[src/rtl/vga_fb_reader.sv]
// vga_fb_reader: display-side reader for the dual-clock frame buffer.
// Generates VGA timing on the pixel clock, drives the buffer read port
// (one-cycle read latency) and delivers pixel/hsync/vsync/de aligned with
// a fixed 3-clock pipeline latency.
// Optional build macro: FB_READER_TEST_PATTERN_EN adds an 8-bar test
// pattern selected at run time by i_pattern.
//
// Handshake: there is no valid/ready pair here. o_rd is a plain read
// strobe; the buffer answers on i_bram_data exactly one clock after it
// samples o_rd/o_rd_addr, with no back-pressure in either direction.
module vga_fb_reader #(
    parameter int WIDTH    = 12,
    parameter int H_ACTIVE = 640,
    parameter int H_FP     = 16,
    parameter int H_SYNC   = 96,
    parameter int H_BP     = 48,
    parameter int V_ACTIVE = 480,
    parameter int V_FP     = 10,
    parameter int V_SYNC   = 2,
    parameter int V_BP     = 33,
    parameter int DEPTH    = H_ACTIVE * V_ACTIVE
) (
    input  logic                     i_clk,
    input  logic                     i_rst,
    input  logic                     i_start,
    input  logic                     i_pattern,
    output logic                     o_rd,
    output logic [$clog2(DEPTH)-1:0] o_rd_addr,
    input  logic [WIDTH-1:0]         i_bram_data,
    output logic [WIDTH-1:0]         o_pixel,
    output logic                     o_hsync,
    output logic                     o_vsync,
    output logic                     o_de,
    output logic                     o_frame_start
);

    localparam int H_TOTAL = H_ACTIVE + H_FP + H_SYNC + H_BP;
    localparam int V_TOTAL = V_ACTIVE + V_FP + V_SYNC + V_BP;
    localparam int HW      = $clog2(H_TOTAL);
    localparam int VW      = $clog2(V_TOTAL);
    localparam int AW      = $clog2(DEPTH);

    localparam logic [HW-1:0] H_LAST = HW'(H_TOTAL - 1);
    localparam logic [HW-1:0] H_ACT  = HW'(H_ACTIVE);
    localparam logic [HW-1:0] HS_BEG = HW'(H_ACTIVE + H_FP);
    localparam logic [HW-1:0] HS_END = HW'(H_ACTIVE + H_FP + H_SYNC);
    localparam logic [VW-1:0] V_LAST = VW'(V_TOTAL - 1);
    localparam logic [VW-1:0] V_ACT  = VW'(V_ACTIVE);
    localparam logic [VW-1:0] VS_BEG = VW'(V_ACTIVE + V_FP);
    localparam logic [VW-1:0] VS_END = VW'(V_ACTIVE + V_FP + V_SYNC);
    localparam logic [AW-1:0] A_LAST = AW'(DEPTH - 1);

    localparam logic [0:0] ST_IDLE = 1'b0;
    localparam logic [0:0] ST_RUN  = 1'b1;

    logic [0:0]    state;
    logic [HW-1:0] h_cnt;
    logic [VW-1:0] v_cnt;
    logic [AW-1:0] addr_cnt;

    logic run, active, hs_n, vs_n, fs;
    logic pat_sel;
    logic [WIDTH-1:0] pat_val;

    // stage 1 / stage 2 alignment registers
    logic de_d1, de_d2, hs_d1, hs_d2, vs_d1, vs_d2, fs_d1, fs_d2;
    logic sel_d1, sel_d2;
    logic [WIDTH-1:0] pat_d1, pat_d2;

    // Per-cycle decode of the counter position into video timing signals
    always_comb begin
        run    = (state == ST_RUN);
        active = run && (h_cnt < H_ACT) && (v_cnt < V_ACT);
        hs_n   = !(run && (h_cnt >= HS_BEG) && (h_cnt < HS_END));
        vs_n   = !(run && (v_cnt >= VS_BEG) && (v_cnt < VS_END));
        fs     = run && (h_cnt == '0) && (v_cnt == '0);
    end

`ifdef FB_READER_TEST_PATTERN_EN
    localparam int CW    = WIDTH / 3;
    localparam int BAR_W = H_ACTIVE / 8;

    logic [2:0] bar_k;

    // Bar index h/BAR_W by threshold compare; avoids a divider
    always_comb begin
        bar_k = '0;
        for (int i = 1; i < 8; i++) begin
            if (h_cnt >= HW'(i * BAR_W)) bar_k = 3'(i);
        end
        pat_sel = i_pattern;
        pat_val = {{CW{bar_k[2]}}, {CW{bar_k[1]}}, {CW{bar_k[0]}}};
    end
`else
    logic unused_pattern;

    // Pattern feature compiled out: selection is tied off
    always_comb begin
        pat_sel        = 1'b0;
        pat_val        = '0;
        unused_pattern = i_pattern;
    end
`endif

    // FSM plus h/v/linear-address counters; frame ends go IDLE when i_start is low
    always_ff @(posedge i_clk) begin
        if (i_rst) begin
            state    <= ST_IDLE;
            h_cnt    <= '0;
            v_cnt    <= '0;
            addr_cnt <= '0;
        end else begin
            case (state)
                ST_IDLE: begin
                    if (i_start) state <= ST_RUN;
                end
                default: begin
                    if (active) addr_cnt <= (addr_cnt == A_LAST) ? '0 : addr_cnt + 1'b1;
                    if (h_cnt == H_LAST) begin
                        h_cnt <= '0;
                        if (v_cnt == V_LAST) begin
                            v_cnt <= '0;
                            if (!i_start) state <= ST_IDLE;
                        end else begin
                            v_cnt <= v_cnt + 1'b1;
                        end
                    end else begin
                        h_cnt <= h_cnt + 1'b1;
                    end
                end
            endcase
        end
    end

    // Three-stage output pipeline: read issue, buffer latency, pixel select
    always_ff @(posedge i_clk) begin
        if (i_rst) begin
            o_rd          <= 1'b0;
            o_rd_addr     <= '0;
            de_d1         <= 1'b0;
            de_d2         <= 1'b0;
            hs_d1         <= 1'b1;
            hs_d2         <= 1'b1;
            vs_d1         <= 1'b1;
            vs_d2         <= 1'b1;
            fs_d1         <= 1'b0;
            fs_d2         <= 1'b0;
            sel_d1        <= 1'b0;
            sel_d2        <= 1'b0;
            pat_d1        <= '0;
            pat_d2        <= '0;
            o_pixel       <= '0;
            o_de          <= 1'b0;
            o_hsync       <= 1'b1;
            o_vsync       <= 1'b1;
            o_frame_start <= 1'b0;
        end else begin
            o_rd          <= active && !pat_sel;
            o_rd_addr     <= addr_cnt;
            de_d1         <= active;
            hs_d1         <= hs_n;
            vs_d1         <= vs_n;
            fs_d1         <= fs;
            sel_d1        <= pat_sel;
            pat_d1        <= pat_val;
            de_d2         <= de_d1;
            hs_d2         <= hs_d1;
            vs_d2         <= vs_d1;
            fs_d2         <= fs_d1;
            sel_d2        <= sel_d1;
            pat_d2        <= pat_d1;
            o_pixel       <= de_d2 ? (sel_d2 ? pat_d2 : i_bram_data) : '0;
            o_de          <= de_d2;
            o_hsync       <= hs_d2;
            o_vsync       <= vs_d2;
            o_frame_start <= fs_d2;
        end
    end

endmodule

[config.mk]
export PLATFORM = sky130hd
export DESIGN_NAME = vga_fb_reader
export DESIGN_NICKNAME = d
export VERILOG_FILES = /design/src/rtl/vga_fb_reader.sv
export SDC_FILE = /design/constraint.sdc
export NUM_CORES = 1
export LEC_CHECK = 0
export CAP_MARGIN = 20
export CORE_UTILIZATION = 44
export DETAILED_ROUTE_END_ITERATION = 7
export GPL_TIMING_DRIVEN = 0
export PLACE_DENSITY = 0.75
export SETUP_SLACK_MARGIN = 0.4
export SYNTH_ARGS = -nofsm -noshare
export SYNTH_HDL_FRONTEND = slang
export SYNTH_SLANG_ARGS = --single-unit
[constraint.sdc]
create_clock -name i_clk -period 2.7 [get_ports i_clk]
set_input_delay 0.405 -clock i_clk [delete_from_list [all_inputs] [get_ports i_clk]]
set_output_delay 0.405 -clock i_clk [all_outputs]
set_load 0.02 [all_outputs]
==> results of run 1 <==
state kept, by name, summed over array words and instances, names as in the netlist:
name,count
run,1
vs_d1,1
fs_d2,1
o_pixel,12
fs_d1,1
vs_d2,1
o_frame_start,1
h_cnt,10
v_cnt,10
o_rd_addr,19
o_vsync,1
de_d1,1
o_de,1
hs_d1,1
de_d2,1
addr_cnt,19
o_hsync,1
hs_d2,1
power breakdown:
group | switching, uW | internal, uW
logic | 56.5 | 46.4
registers | 8.15 | 1240
clock network | 457 | 529
cell families after synthesis:
group	after synthesis	share of synthesized area [%]
and+or+nand+nor	173	30.8
DFF	83	51.6
AOI/OAI and AO/OA	36	6.73
buffers and inverters	22	2.88
xor gates and xnor gates	20	5.44
adders and majority gates	5	1.94
muxes	2	0.622
stage by stage:
stage	std cells	worst slack (ps)	area, um2	total power [uW]
after floorplan	341	837	3220	1330
after global placement	486	621	3830	1370
after detailed placement	486	577	3830	1380
after CTS	502	543	4050	2350
after global routing	502	413	4060	2420
final	502	548	4060	2330
cell type report:
class / count / area share (%)
Multi-Input combinational cell: 236 / 36.3
Tap cell: 96 / 2.96
Timing Repair Buffer: 49 / 12.1
Clock inverter: 7 / 2.46
Buffer: 14 / 1.54
Inverter: 8 / 0.739
Sequential cell: 83 / 40.9
Clock buffer: 9 / 3.05
final timing paths:
| kind | slack [ps] | start | cells after the start | to |
|---|---|---|---|---|
| min | 420 | hs_d2 | 1 | o_hsync |
| max | 550 | addr_cnt[0] | 6 | addr_cnt[9] |
| min reg2reg | 420 | hs_d2 | 1 | o_hsync |
| max reg2reg | 550 | addr_cnt[0] | 6 | addr_cnt[9] |
placed cells by master, fill, tap and decap left out, types with 3 or more instances in the layout:
master,synthesis,routed
xnor2_1,5,5
ha_1,5,5
or2_2,4,4
and2_1,13,13
nor2_1,32,32
dfxtp_1,83,83
nand2_1,16,16
nand4_1,15,15
or3_1,9,9
nand2b_1,4,4
and3_1,8,8
a21oi_1,15,15
clkdlybuf4s50_1,0,49
or4_1,3,3
clkbuf_8,0,9
xor2_1,15,15
a22oi_1,3,3
buf_1,3,3
nand3_1,19,19
clkbuf_1,8,8
nand4b_1,3,3
nor3_1,13,11
inv_1,8,8
o21ai_0,10,10
nor2b_1,22,22
worst reg2reg max path, stage by stage (launching register included):
cell     delay, ps
dfxtp_1        350
ha_1           270
nand3_1        220
nor4_4         110
a21oi_2        410
or4b_2         620
o31ai_1         80
metal layers:
layer	vias to the layer above	track usage (%)	wire length [um]
met1	1217	24.0	3110
met4	0	6.41	80
met3	9	5.69	443
met2	84	31.1	3200
li1	1306	-	-
met5	-	0	0
==> flow_summary.yaml, run 1 <==
outcome:
  status: "completed"
synth:
  ys_seq_area_share_pct: 51.6
  synth_top_area_share_pct: 51.6
  ys_ff_latch: 83
  synth_common_cells: "dfxtp_1 (83), nor2_1 (32), nor2b_1 (22)"
  syn-instance-count: 341
  synth-async-reset-ratio_pct: 0
  ys_top_cells_by_area: "dfxtp_1 (52%), nor2b_1 (4.3%), xor2_1 (4.1%)"
  syn_area_um2: 3220
  synth-main-ff-cell: "dfxtp_1"
  syn_area_per_cell_um2: 9.44
  synth_top_cell_by_area: "dfxtp_1"
  yosysMostFrequentCell: "dfxtp_1"
  synth_nets: 362
  yosys_warnings: 0
  synth_cell_types: 39
  synth_edf_count: 0
layout:
  fin_nets: 422
  register_area_um2: 1660
  multi_input_area_um2: 1470
  drive_above_1_share_pct: 7.88
  n_antenna_cell: 0
  utilization_pct: 58.5
  area_growth_pct: 26.2
  fill_cells: 608
pwr:
  p_per_area_nw_per_um2: 574
  peakVddDrop_mv: 0.258
  p_leak_uw: 0.00147
route:
  dr.pass1.iters: 5
  wl_um: 6830
  viasPerCell: 5.21
  wl_per_cell_um: 13.6
  remaining_drc_errors: 0
  num_vias: 2616
  ant_nets: 0
  drt_iter0_drc: 137
hold_path:
  min-delay-path-class: "flip-flop to flip-flop"
setup_path:
  cp_top_family: "simple AND/OR/NAND/NOR gates"
  crit_arrival_ps: 2420
  worstPathRequired_ps: 2960
  cp_slowest_cell: "or4b_2"
  critPathMaxStageDelay_ps: 620
  crit_chain: "ha_1 -> nand3_1 -> nor4_4 -> a21oi_2 -> or4b_2 -> o31ai_1"
  criticalPathCategory: "flip-flop to flip-flop"
  critPathMaxFanout: 10
  start_kind: "flip-flop"
  cp-end-kind: "flip-flop"
  cp.buffers_inverters: 0
grt:
  grt_usage_pct: 19.0
  grt_max_degree: 16
  overflow: 0
  grt_pass1_vias: 2363
  grt_pass1_wl_um: 11200
  antenna_found_initial: 0
cts:
  htreeDepth: 3
  root_buffer: "clkbuf_8"
  cts_buffers: 9
  holdBufCountCts: 0
  clk_latency_ps: 350
  cts_resized: 0
  post_cts_buffers: 0
  cts_buffer_depth: 2
  clkTransAtPathRegs_ps: 80
  cts_tree: "done"
  cts_sinks: 83
sta:
  finalHoldViolCount: 0
  worst_pin_slew_ps: 579
  relSlewSlack_pct: 61.4
  timing.fmax_mhz: 465
  skew_ps: 7.30
  min_period_ps: 2150
  setup_violations: 0
  fin_tns_setup_ps: 0
  rsz0062_at_grt: "false"
  hold_ws_ps: 419
  fin_crit_sh_pct: 79.7
  slew_violations: 0
placement:
  port_buffers: 49
  gp_congestion: 0.812
  hpwl_um: 4700
floorplan:
  coreArea_um2: 6940
  initial_core_util_pct: 46.3
  dieArea_um2: 7660
  num_io_pins: 52
  std_cell_rows: 30
  die_h_um: 87.5
  die_x_um: 87.5
flow_run:
  drv_cap: 0
(Power assumes the default switching activity.)
==> run 2, diff against run 1 <==
--- a/config.mk
+++ b/config.mk
@@ -9,7 +9,7 @@
 export CORE_UTILIZATION = 44
 export DETAILED_ROUTE_END_ITERATION = 7
 export GPL_TIMING_DRIVEN = 0
-export PLACE_DENSITY = 0.75
+export PLACE_DENSITY = 0.77
 export SETUP_SLACK_MARGIN = 0.4
 export SYNTH_ARGS = -nofsm -noshare
 export SYNTH_HDL_FRONTEND = slang
==> constraint.sdc (replaced) <==
create_clock -name i_clk -period 1.87 [get_ports i_clk]
set_input_delay 0.2805 -clock i_clk [delete_from_list [all_inputs] [get_ports i_clk]]
set_output_delay 0.2805 -clock i_clk [all_outputs]
set_load 0.02 [all_outputs]
==> flow_summary.yaml, run 2 (same netlist as run 1, synthesis figures left out) <==
outcome:
  status: "completed"
pwr:
  p_per_area_nw_per_um2: 726
  peakVddDrop_mv: 0.417
  total_power_uw: 3490
  p_leak_uw: 0.00195
setup_path:
  start_kind: "flip-flop"
  critPathMaxStageDelay_ps: 420
  criticalPathCategory: "flip-flop to flip-flop"
  critPathMaxFanout: 5
  crit_chain: "buf_6 -> or3_4 -> nor4_4 -> nand4_2 -> or3_1 -> a21oi_1"
  worstPathRequired_ps: 2170
  cp-end-kind: "flip-flop"
  cp_slowest_cell: "or3_1"
  crit_arrival_ps: 2080
sta:
  worst_pin_slew_ps: 696
  setup_violations: 0
  finalHoldViolCount: 0
  min_period_ps: 1780
  relSlewSlack_pct: 53.6
  hold_ws_ps: 220
  fin_crit_sh_pct: 95.3
  rsz0062_at_grt: "true"
  slew_violations: 0
  skew_ps: 16.0
  timing.fmax_mhz: 561
floorplan:
  num_io_pins: 52
  die_x_um: 87.5
  coreArea_um2: 6940
  dieArea_um2: 7660
  std_cell_rows: 30
  initial_core_util_pct: 46.3
  die_h_um: 87.5
layout:
  fin_nets: 466
  area_growth_pct: 49.4
  reg.largest.list: "addr_cnt (19), o_rd_addr (19), o_pixel (12)"
  instances_no_fill: 546
  layout_common_cells: "dfxtp_1 (59), dlygate4sd2_1 (36), buf_4 (31)"
  drive_above_1_share_pct: 34.7
  finalInstanceArea_um2: 4810
  final_common_cell: "dfxtp_1"
  n_antenna_cell: 0
grt:
  grt_usage_pct: 22.4
  overflow: 0
  grt_max_degree: 17
  antenna_found_initial: 0
  grt_pass1_wl_um: 13100
  grt_pass1_vias: 2777
placement:
  hpwl_um: 4670
  gp_congestion: 0.811
  dpl.cell_count: 486
  port_buffers: 49
  post_dp_cell_area_um2: 3910
cts:
  root_buffer: "clkbuf_8"
  htreeDepth: 3
  cts_sinks: 83
  clkTransAtPathRegs_ps: 90
  cts_tree: "done"
  cts_buffer_depth: 2
  cts_buffers: 9
  clk_latency_ps: 360
  holdBufCountCts: 0
flow_run:
  drv_cap: 0
route:
  wl_met3_um: 608
  dr.pass1.iters: 5
  wl_per_cell_um: 16.6
  num_vias: 2980
  viasPerCell: 5.46
  remaining_drc_errors: 0
  m1WireLength_um: 3540
  drt_iter0_drc: 310
  top_layer_used: "met4"
  route.met2.wl_um: 4600
  ant_nets: 0
  wl_um: 9050
hold_path:
  min-delay-path-class: "primary input to flip-flop"
[run 2: cell types whose count changed in the layout (fill, tap and decap cells not counted), moves of 13 or more]
cell	change
dfxtp_2	+17
dlygate4sd2_1	+36
dfxtp_1	-24
clkdlybuf4s50_1	-36
buf_4	+31
buf_6	+13
[run 2: through the flow]
stage	utilization [%]	worst slack, ps	TNS [ps]
3_3_place_gp	56.3	-113	-502
3_5_place_dp	56.3	-147	-818
2_1_floorplan	-	131	0
6_report	69.2	87.4	0
5_1_grt	69.2	3.59	0
4_1_cts	66.3	145	0
[run 2: what timing repair did]
action	CTS	global route
setup buffers	34	10
endpoints found under the setup margin	74	39
resized for setup	110	37
pin swaps	37	26
[run 2: layout make-up]
class,count,area [um2]
multi-input cells,236,1790
well taps,96,120
clock buffers,9,124
flip-flops and latches,83,1710
fillers,495,2140
clock inverters,7,105
plain buffers,14,97.6
repair buffers,93,828
inverters,8,37.5
[run 2: per-layer routing]
metal,track usage (%),vias up
met5,0,-
met3,5.69,26
met2,40.7,139
met1,24.8,1421
met4,9.54,0
li1,-,1394
[run 2: critical path: cells and delay by family, from the launching register on]
kind                   cells  cell delay [ps]
flip-flops                 1              330
AND/OR/NAND/NOR            4             1170
AO/OA/AOI/OAI              1              120
buffers and inverters      1              110
[run 2: power by group]
part / internal, uW / switching, uW / total [uW]
Clock: 773 / 712 / 1480
Combinational: 103 / 107 / 210
Sequential: 1780 / 15.4 / 1800
Total: 2660 / 834 / 3490
[run 2: final timing paths]
path                  from            to  slack, ps  cells past startpoint
setup / recovery  h_cnt[5]      v_cnt[9]         90                      6
hold / removal       i_rst  o_rd_addr[3]        220                      2
setup reg to reg  h_cnt[5]      v_cnt[9]         90                      6
hold reg to reg      hs_d2       o_hsync        420                      1
==> run 3, diff against run 2 <==
--- a/config.mk
+++ b/config.mk
@@ -11,6 +11,8 @@
 export GPL_TIMING_DRIVEN = 0
 export PLACE_DENSITY = 0.77
 export SETUP_SLACK_MARGIN = 0.4
+export SKIP_LAST_GASP = 1
+export SLEW_MARGIN = 0
 export SYNTH_ARGS = -nofsm -noshare
 export SYNTH_HDL_FRONTEND = slang
 export SYNTH_SLANG_ARGS = --single-unit
==> results of run 3 <==
Same layout as run 2: the final DEF is identical, and so are final timing and power.
